[src/rtl/pwm_capture.sv]
// PWM input capture: measures period and high time (rising edge to rising edge) in clk cycles.
// Optional glitch filter between synchronizer and edge detector enabled by `define PWM_CAP_FILTER_EN.
module pwm_capture #(
    parameter int CNT_W       = 16,
    parameter int SYNC_STAGES = 2,
    parameter int FILT_LEN    = 4
) (
    input  logic             clk,
    input  logic             rst_n,
    input  logic             cap_en,
    input  logic             pwm_in,
    input  logic             ovf_clr,
    output logic [CNT_W-1:0] meas_period,
    output logic [CNT_W-1:0] meas_high,
    output logic             meas_valid,
    output logic             ovf,
    output logic             in_level,
    output logic             busy
);

    if (SYNC_STAGES < 2) begin : g_bad_sync
        $error("SYNC_STAGES must be at least 2");
    end
    if (FILT_LEN < 1) begin : g_bad_filt
        $error("FILT_LEN must be at least 1");
    end

    typedef enum logic [1:0] {IDLE, ARM, MEASURE} state_t;

    localparam logic [CNT_W-1:0] CNT_MAX = '1;
    localparam logic [CNT_W-1:0] ONE     = CNT_W'(1);

    state_t                 state;
    logic [SYNC_STAGES-1:0] sync;
    logic                   s;
    logic                   lvl;
    logic                   s_d;
    logic                   rise;
    logic                   fall;
    logic [CNT_W-1:0]       cnt;
    logic [CNT_W-1:0]       hi_lat;

    always_ff @(posedge clk or negedge rst_n) begin
        if (!rst_n) begin
            sync <= '0;
        end else begin
            sync <= {sync[SYNC_STAGES-2:0], pwm_in};
        end
    end

    assign s = sync[SYNC_STAGES-1];

`ifdef PWM_CAP_FILTER_EN
    localparam int FW = $clog2(FILT_LEN + 1);

    logic [FW-1:0] filt_cnt;
    logic          filt;

    // The filtered level flips only on the FILT_LEN-th consecutive differing sample.
    always_ff @(posedge clk or negedge rst_n) begin
        if (!rst_n) begin
            filt     <= 1'b0;
            filt_cnt <= '0;
        end else if (s == filt) begin
            filt_cnt <= '0;
        end else if (filt_cnt == FW'(FILT_LEN - 1)) begin
            filt     <= s;
            filt_cnt <= '0;
        end else begin
            filt_cnt <= filt_cnt + FW'(1);
        end
    end

    assign lvl = filt;
`else
    assign lvl = s;
`endif

    assign rise     = lvl & ~s_d;
    assign fall     = ~lvl & s_d;
    assign in_level = lvl;

    always_ff @(posedge clk or negedge rst_n) begin
        if (!rst_n) begin
            state       <= IDLE;
            s_d         <= 1'b0;
            cnt         <= '0;
            hi_lat      <= '0;
            meas_period <= '0;
            meas_high   <= '0;
            meas_valid  <= 1'b0;
            ovf         <= 1'b0;
            busy        <= 1'b0;
        end else begin
            s_d        <= lvl;
            meas_valid <= 1'b0;
            if (ovf_clr) ovf <= 1'b0;

            // Disable dominates everything, including a coincident rise.
            if (!cap_en) begin
                state  <= IDLE;
                busy   <= 1'b0;
                cnt    <= '0;
                hi_lat <= '0;
            end else begin
                case (state)
                    IDLE: begin
                        state <= ARM;
                        busy  <= 1'b1;
                    end
                    ARM: begin
                        if (rise) begin
                            state  <= MEASURE;
                            cnt    <= '0;
                            hi_lat <= '0;
                        end
                    end
                    MEASURE: begin
                        if (rise) begin
                            meas_period <= cnt + ONE;
                            meas_high   <= hi_lat;
                            meas_valid  <= 1'b1;
                            cnt         <= '0;
                            hi_lat      <= '0;
                        end else if (cnt == CNT_MAX) begin
                            ovf    <= 1'b1;
                            state  <= ARM;
                            cnt    <= '0;
                            hi_lat <= '0;
                        end else begin
                            cnt <= cnt + ONE;
                            if (fall) hi_lat <= cnt + ONE;
                        end
                    end
                    default: begin
                        state <= IDLE;
                        busy  <= 1'b0;
                    end
                endcase
            end
        end
    end

endmodule

[config.mk]
export PLATFORM = sky130hd
export DESIGN_NAME = pwm_capture
export DESIGN_NICKNAME = d
export VERILOG_FILES = /design/src/rtl/pwm_capture.sv
export SDC_FILE = /design/constraint.sdc
export NUM_CORES = 1
export LEC_CHECK = 0
export ABC_AREA = 1
export CAP_MARGIN = 5
export CELL_PAD_IN_SITES_DETAIL_PLACEMENT = 1
export CELL_PAD_IN_SITES_GLOBAL_PLACEMENT = 2
export CORE_ASPECT_RATIO = 0.8
export CORE_MARGIN = 2
export CORE_UTILIZATION = 33
export DETAILED_ROUTE_END_ITERATION = 8
export GPL_TIMING_DRIVEN = 0
export HOLD_SLACK_MARGIN = 0.15
export PLACE_DENSITY_LB_ADDON = 0.1
export REMOVE_ABC_BUFFERS = 1
export SYNTH_ARGS = -nofsm -noshare
export SYNTH_HDL_FRONTEND = slang
export SYNTH_SLANG_ARGS = --single-unit
[constraint.sdc]
create_clock -name clk -period 2.05 [get_ports clk]
set_input_delay 0.3075 -clock clk [delete_from_list [all_inputs] [get_ports clk]]
set_output_delay 0.3075 -clock clk [all_outputs]
set_load 0.01 [all_outputs]
Word level (Yosys, flattened, before mapping)
Index checks and enable logic that the tools add are counted.
{"block": "word_totals", "register_bits": 72, "in_bits": 5, "out_inout_bits": 36, "word_cells": 55}
{"block": "classes", "addsub": 1, "eq_ne": 9, "n_mux": 25, "bitwise_logic": 4, "n_reduce_logical": 6}
{"cell": "$mux W16", "n": 8}
{"cell": "$pmux W16 S2", "n": 2}
{"cell": "$add A16 B1 Y16 const B", "n": 1}
{"cell": "$eq A16 B16 Y1 const B", "n": 1}
{"cell": "$mux W1", "n": 9}
{"cell": "$ne A3 B3 Y1 const B", "n": 3}
{"cell": "$reduce_and A3 Y1", "n": 3}
{"cell": "$mux W2", "n": 4}
{"cell": "$pmux W2 S3", "n": 1}
{"cell": "$ne A5 B5 Y1 const B", "n": 1}
{"cell": "$ne A3 B1 Y1 const B", "n": 1}
{"cell": "$and A1 B1 Y1", "n": 2}
{"cell": "$eq A2 B1 Y1 const B", "n": 1}
{"cell": "$eq A2 B2 Y1 const B", "n": 1}
{"cell": "$logic_not A2 Y1", "n": 1}
{"cell": "$ne A2 B2 Y1 const B", "n": 1}
{"cell": "$not A1 Y1", "n": 2}
{"cell": "$pmux W1 S2", "n": 1}
{"cell": "$reduce_and A2 Y1", "n": 1}
{"cell": "$reduce_or A2 Y1", "n": 1}

Longest topological paths before layout
Gate-level depths: netlist of run 1.
{"block": "logic_depth", "ltp_word": 7, "mapped_depth": 10, "depth_no_buf": 10}

Worst setup path after synthesis of run 1
OpenSTA, ideal clock, no wires.
{"block": "synth_timing", "path_type": "reg2reg", "startpoint": "register state[0]", "endpoint": "register meas_period[4]", "setup_ns": 0.117, "t_arrival_ns": 1.461, "required_ns": 1.933, "slack_ns": 0.472, "path_stages_with_launch": 10, "n_path_buf": 2, "synth_period_minus_slack_ns": 1.578, "path_cell_list": "dfrtp_1 > inv_1 > ha_1 > nand2_2 > nor2_4 > inv_2 > buf_2 > buf_6 > nand2_1 > nand2_1"}
{"block": "synth_via", "elab_chain_len": 2}
{"item": "start, declared", "line": "33", "rtl": "state_t state;"}
{"item": "start signal, assigned", "line": "85", "rtl": "state <= IDLE;"}
{"item": "start signal, assigned", "line": "101", "rtl": "state <= IDLE;"}
{"item": "start signal, assigned", "line": "108", "rtl": "state <= ARM;"}
{"item": "$eq A2 B2 Y1", "line": "106", "rtl": "case (state)"}
{"item": "$reduce_and A3 Y1 (no source line)"}
{"item": "end signal, assigned", "line": "120", "rtl": "meas_period <= cnt + ONE;"}
{"item": "end, declared", "line": "13", "rtl": "output logic [CNT_W-1:0] meas_period,"}
Every way passes these cells.
A chain may end at the register's enable or synchronous reset.

Worst setup path after layout of run 1
{"block": "layout_timing", "startpoint": "register state[0]", "endpoint": "register cnt[5]"}
{"block": "layout_via", "elab_chain_len": 3, "elab_cells_between_ends": 7, "cone_classes": "eq/ne: 4; mux: 2; reduce/logical: 1"}
{"item": "$eq A2 B2 Y1 or $eq A2 B1 Y1 (tied branches)", "line": "106"}
{"item": "$pmux W16 S2, or another cell as far along", "line": "106"}
{"item": "$mux W16 or $reduce_and A2 Y1 (tied branches)"}
{"item": "end signal, assigned", "line": "131", "rtl": "cnt <= cnt + ONE;"}
{"item": "end, declared", "line": "40", "rtl": "logic [CNT_W-1:0] cnt;"}
Several ways; a longest one is shown, not always the timed one.

==> implementation parameters, run 1 <==
Parameter                              Value

Outcome
  Status    complete, no violations

Power and ir drop
  Net switching power of the design    between 1000 and 1500 µW
  P_int    3030 µW
  Reported leakage power    approximately 0.0020 µW
  Sequential power share    around 37%
  Switching share of power    27.1%
  Clock group share of total power    45.5%
  Part of the total power dissipated in combinational logic    between 10% and 20%
  Power per Cell Area    977 nW/µm²
  IR Drop Worst-Case VDD    0.598 mV

Yosys
  Fraction of the yosys area taken by sequential cells    54.7%
  Cell area after synthesis    3290 µm²
  Predominant post-synthesis flop cell    sky130_fd_sc_hd__dfrtp_1
  Post-synthesis sequential element count    72
  Largest cells by area after synthesis    sky130_fd_sc_hd__dfrtp_1, sky130_fd_sc_hd__nand2_1, sky130_fd_sc_hd__inv_1
  Distinct cell type count after synthesis    28
  Post-synthesis cell count    380
  Top cell type by total area after synthesis    sky130_fd_sc_hd__dfrtp_1
  Portion of synthesized cell area occupied by the leading cell type    a little over half
  Fraction of synthesis flops using an asynchronous set or reset pin    100%
  Average cell area after synthesis    8.67 µm²
  Number of synthesis warnings    0
  Post-synth EDFFs    0

Placed design
  Placer congestion estimate    0.764
  Area after DPL    3810 µm²
  Count of input and output buffers    40
  Post-DP HPWL    5410 µm
  Placed cell count    547

STA
  Hold Vio Cnt, Final    0
  Slew @ Worst Pin    750 ps
  Summed negative setup slack over all endpoints    0 ps
  Highest clock frequency the design can meet    539 MHz
  Clock skew after layout    approximately 5.2 ps
  Unrepaired setup endpoints after global routing    false
  Final setup fails    0
  Final max-slew violation count    0
  Period utilisation layout    90.5%
  Final min period    1860 ps
  Relative slew slack    between 40% and 50%

Routing
  Iter 0 DRT Violations    90
  Average detailed-routed wire length per instance    15.0 µm
  Avg Vias per Cell    4.64
  Wirelength, routed    8510 µm
  Remaining antenna violation count after routing    0
  Remaining routing DRC violations    0
  First drt pass iteration count    4
  Total number of vias    2,642

Flow run
  MaxCap Viol Count    0

Finish
  Ratio of cells with drive above 1 in the final layout    10.9%
  Finished Cell Area    between 4000 and 5000 µm²
  Diodes inserted    0
  Most common library cell in the layout ignoring fill and taps    sky130_fd_sc_hd__nand2_1
  Most frequent cells in the layout    sky130_fd_sc_hd__nand2_1, sky130_fd_sc_hd__dfrtp_1, sky130_fd_sc_hd__clkdlybuf4s50_1
  Synth-to-Final Area Change    29.1%
  Total number of nets in the final design    roughly 440
  Final cell count without fillers    569

Clock network
  CTS Root Cell    sky130_fd_sc_hd__clkbuf_16
  CTS tree    done
  H-tree lvl count    3
  Clock sinks    72
  Buffers from clock root to sink, at most    2
  Clock insertion delay at the later pin of the skew report    330 ps
  Number of buffers created by CTS    9
  Clock transition at the register clock pins on the worst setup and hold paths after CTS    60 ps

Global route
  Congestion Overflow GR    0
  Via count of the first global-routing pass    2,753
  Number of antenna violations at the first check in global routing    0
  Global routing usage summed across all routing layers    17.7%
  Wire length of the first global-routing pass    roughly 14,000 µm
  Maximum number of pins on one net before global-route repair    41

Floorplanning
  Die Span Y    93.4 µm
  Number of core rows    32
  Area inside the core boundary    about 9700 µm²
  Overall die area    10,800 µm²
  Initial core utilization    34.0%
  Width of the die    around 120 µm
  Number of top-level pins    41

Setup path
  Cell type group with the largest total delay on the critical path    compound AO/OA/AOI/OAI gates
  Data required time of the worst path    2300 ps
  Worst setup SP type    register
  Cells along the critical path    inv_1 -> ha_2 -> nand2_2 -> a21oi_4 -> buf_4 -> nand3_2 -> o22ai_1
  Type of destination of the critical path    register
  Bufs and invs on worst path    2
  CP max FO    8
  Data arrival time at the worst-slack endpoint    2100 ps
  Delay contributed by the slowest stage of the critical path    410 ps
  Type of the worst setup path    register to register
  Slowest-stage cell, CP    sky130_fd_sc_hd__dfrtp_1

Worst hold path
  Type of the tightest min-delay check    register to register
## per-layer routing
metal	vias up	part of all wire, %	GRT usage [%]
li1	1304	-	-
met1	1294	50	23.9
met2	36	45	27.9
met3	8	3.7	4.34
met4	0	1.1	5.65
met5	-	0	0
## final cells by class
cell class | instances | area (µm²)
fillers | 1162 | 5440
flip-flops and latches | 72 | 1800
multi-input cells | 267 | 1330
repair buffers | 45 | 450
clock buffers | 12 | 267
well taps | 136 | 170
inverters | 33 | 134
clock inverters | 4 | 98.8
## cells in the mapped netlist, drive strengths merged (5+ instances only)
| master | number |
|---|---|
| buf | 9 |
| dfrtp | 72 |
| ha | 5 |
| inv | 33 |
| nand2 | 164 |
| nand3 | 17 |
| nand4 | 8 |
| nor2 | 26 |
| o21ai | 24 |
| o22ai | 7 |
| xor2 | 6 |
## flip-flops by register name (all words and copies together), names as in the netlist, 2 cells and up
name         flops
cnt             16
hi_lat          16
meas_high       16
meas_period     16
state            2
sync             2
## cells by family after synthesis
kind of cell	Yosys count	synth area share, %
flip-flops	72	54.7
buffers and inverters	43	6.00
XOR/XNOR	7	1.86
AO/OA/AOI/OAI	37	6.35
adder cells (fa/ha/maj)	5	1.90
AND/OR/NAND/NOR	216	29.2
## timing repair
| item | in CTS | in global routing |
|---|---|---|
| hold buffers | 1 | 0 |
| pin swaps | 1 | 3 |
| setup buffers | 1 | 2 |
| resized for setup | 2 | 7 |
| gates cloned | 1 | 1 |
| endpoints found under the setup margin | 47 | 29 |
| endpoints found under the hold margin | 32 | 0 |
## path summary, 6_finish.rpt
path,cells past startpoint,slack [ps],endpoint,from
setup / recovery,7,190,cnt[5],state[0]
hold / removal,0,350,sync[1],sync[0]
setup reg to reg,7,190,cnt[5],state[0]
hold reg to reg,0,350,sync[1],sync[0]
max in group asynchronous,3,1000,meas_period[5],rst_n
min in group asynchronous,2,470,meas_period[14],rst_n
## worst reg2reg max path, cell delays in order, from the launching register on
cell	delay [ps]
sky130_fd_sc_hd__dfrtp_1	410
sky130_fd_sc_hd__inv_1	120
sky130_fd_sc_hd__ha_2	240
sky130_fd_sc_hd__nand2_2	160
sky130_fd_sc_hd__a21oi_4	280
sky130_fd_sc_hd__buf_4	170
sky130_fd_sc_hd__nand3_2	200
sky130_fd_sc_hd__o22ai_1	190
## through the flow
| stage | worst slack [ps] | util (%) | hold WS, ps | total power, µW |
|---|---|---|---|---|
| after detailed placement | -809 | 39.3 | 291 | 2260 |
| after CTS | 27.7 | 43.4 | 359 | 4190 |
| after global routing | 7.81 | 43.9 | 369 | 4350 |
| after floorplan | 81.1 | - | 11.9 | 1960 |
| after global placement | -2030 | 39.1 | 337 | 2240 |
| final | 194 | 43.9 | 354 | 4160 |
## power groups by stage
stage          clock, µW  sequential, µW  combinational [µW]
2_1_floorplan          0            1590                 370
3_3_place_gp           0            1580                 665
3_5_place_dp           0            1580                 677
4_1_cts             1940            1550                 694
5_1_grt             1980            1560                 807
6_report            1890            1550                 712
Note: power is estimated with default switching activity, not from simulation.
==> run 2, diff against run 1 <==
- CTS_CLUSTER_SIZE: not set -> 20
==> results of run 2 <==
Same layout as run 1: the final DEF is identical, and so are final timing and power.
==> run 3, diff against run 2 <==
- CORE_MARGIN: 2 -> not set
- GPL_ROUTABILITY_DRIVEN: not set -> 0
==> run 3 against run 2 <==
Against the previous run: clock power decreased by 16%; global-route usage decreased by 0.32 points; wire length decreased by 4.3%; power decreased by 8.1%; flip-flop and latch count unchanged; cell count unchanged; first-iteration DRC count increased by 3.3%; critical path type unchanged; combinational power decreased by 3%; sequential power about the same.
==> implementation parameters, run 3 (synthesis results as in run 1) <==
Parameter                              Value

Outcome
  Status    complete, no violations

Floorplanning
  Initial core utilization    34.1%
  Die Span Y    91.4 µm
  Area inside the core boundary    a little under 10,000 µm²
  Number of top-level pins    41
  Overall die area    approximately 10,000 µm²
  Width of the die    114 µm
  Number of core rows    32

Global route
  Global routing usage summed across all routing layers    approximately 17%
  Number of antenna violations at the first check in global routing    0
  Via count of the first global-routing pass    2,570
  Congestion Overflow GR    0
  Wire length of the first global-routing pass    13,500 µm
  Maximum number of pins on one net before global-route repair    40

STA
  Hold Vio Cnt, Final    0
  Relative slew slack    between 40 and 50%
  Clock skew after layout    ~4.2 ps
  Unrepaired setup endpoints after global routing    false
  Period utilisation layout    91.5%
  Final max-slew violation count    0
  Slew @ Worst Pin    773 ps
  Highest clock frequency the design can meet    533 MHz
  Summed negative setup slack over all endpoints    0 ps
  Final setup fails    0
  Final min period    1880 ps

Power and ir drop
  Part of the total power dissipated in combinational logic    18.1%
  Clock group share of total power    41.3%
  Reported leakage power    0.00198 µW
  IR Drop Worst-Case VDD    0.440 mV
  P_int    2740 µW
  Switching share of power    28.4%
  Power per Cell Area    915 nW/µm²
  Total Power    3820 µW
  Net switching power of the design    1080 µW
  Sequential power share    around two fifths

Finish
  Final cell count without fillers    569
  Diodes inserted    0
  Ratio of cells with drive above 1 in the final layout    10.2%
  Most common library cell in the layout ignoring fill and taps    sky130_fd_sc_hd__nand2_1
  Synth-to-Final Area Change    26.8%
  Total number of nets in the final design    approximately 440
  Most frequent cells in the layout    sky130_fd_sc_hd__nand2_1, sky130_fd_sc_hd__dfrtp_1, sky130_fd_sc_hd__clkdlybuf4s50_1

Worst hold path
  Type of the tightest min-delay check    register to register
  Worst Hold Launch    sync[0]

Clock network
  Buffers from clock root to sink, at most    2
  Number of buffers created by CTS    9
  H-tree lvl count    3
  CTS tree    done
  Clock transition at the register clock pins on the worst setup and hold paths after CTS    around 60 ps
  Clock insertion delay at the later pin of the skew report    330 ps
  Clock sinks    72
  CTS Root Cell    sky130_fd_sc_hd__clkbuf_16

Routing
  Average detailed-routed wire length per instance    14.3 µm
  Avg Vias per Cell    between 4 and 5
  Remaining routing DRC violations    0
  Remaining antenna violation count after routing    0
  Wirelength, routed    8150 µm
  First drt pass iteration count    4
  Total number of vias    2,630
  Iter 0 DRT Violations    93

Setup path
  Type of the worst setup path    register to register
  Data required time of the worst path    2280 ps
  Endpoint of the worst setup timing path    hi_lat[15]
  Data arrival time at the worst-slack endpoint    2100 ps
  Critical register-to-register path endpoint    hi_lat[15]
  Start point of the critical path    state[0]
  Path depth of the worst reg2reg path    9
  CP max FO    18
  Register-to-register setup slack    170 ps
  Reg2Reg Launch Point    state[0]
  Worst setup SP type    register
  Type of destination of the critical path    register

Placed design
  Post-DP HPWL    5260 µm
  Count of input and output buffers    40
  Placed cell count    547

Flow run
  MaxCap Viol Count    0
-- run 3: cell count changes in the layout (fill, tap and decap cells not counted), sizes merged --
cell,change
bufinv,-2
clkinv,+1
clkbuf,+1
-- run 3: worst max-delay path, stage by stage, from the launching register on --
cell                      delay [ps]
sky130_fd_sc_hd__dfrtp_1         410
sky130_fd_sc_hd__inv_1           130
sky130_fd_sc_hd__ha_2            240
sky130_fd_sc_hd__nand2_2         160
sky130_fd_sc_hd__a21oi_4         290
sky130_fd_sc_hd__nand3_2         140
sky130_fd_sc_hd__nand2_4         230
sky130_fd_sc_hd__inv_1            70
sky130_fd_sc_hd__nand2_1          60
sky130_fd_sc_hd__nand2_1          40
-- run 3: power groups by stage --
stage          registers, µW  logic (µW)  clock network [µW]
2_1_floorplan           1590         370                   0
3_3_place_gp            1570         662                   0
3_5_place_dp            1580         676                   0
4_1_cts                 1550         692                1630
5_1_grt                 1560         778                1680
6_report                1550         693                1580
-- run 3: area by class of cell --
class / instances / area, µm²
sequential: 72 / 1800
fill: 1127 / 5470
tap: 136 / 170
timing repair buffer: 45 / 450
clock buffer: 13 / 260
multi-input combinational: 267 / 1320
clock inverter: 3 / 40.0
inverter: 33 / 134
-- run 3: per-stage QoR --
step           setup slack [ps]  hold WS (ps)  instance area [µm²]  util (%)
2_1_floorplan              81.1          11.9                 3220         -
4_1_cts                    52.3           353                 4140      42.9
6_report                    173           349                 4180      43.3
3_5_place_dp               -775           312                 3810      39.5
5_1_grt                    7.34           355                 4180      43.3
3_3_place_gp              -2050           336                 3790      39.3
-- run 3: timing repair --
| item | 4_1_cts | 5_1_grt |
|---|---|---|
| buffers inserted | 1 | 2 |
| pin swaps | 1 | 1 |
| cloned | 1 | 1 |
| gates resized for setup | 2 | 5 |
| setup endpoints to repair | 47 | 24 |
| hold buffers | 1 | 0 |
| hold endpoints to repair | 36 | 0 |
-- run 3: how the worst min path moves through the flow --
stage	endpoint	depth (start not counted)
after floorplan	busy	0
after global placement	sync[1]	0
after detailed placement	meas_high[4]	1
after CTS	sync[1]	0
after global routing	sync[1]	0
final	sync[1]	0
-- run 3: routing by layer --
metal | vias to the layer above | routed length, µm | track usage (%)
met5 | - | 0 | 0
met3 | 9 | 406 | 4.74
met2 | 52 | 3540 | 25.9
met1 | 1276 | 4090 | 24.2
met4 | 0 | 106 | 5.92
li1 | 1293 | - | -
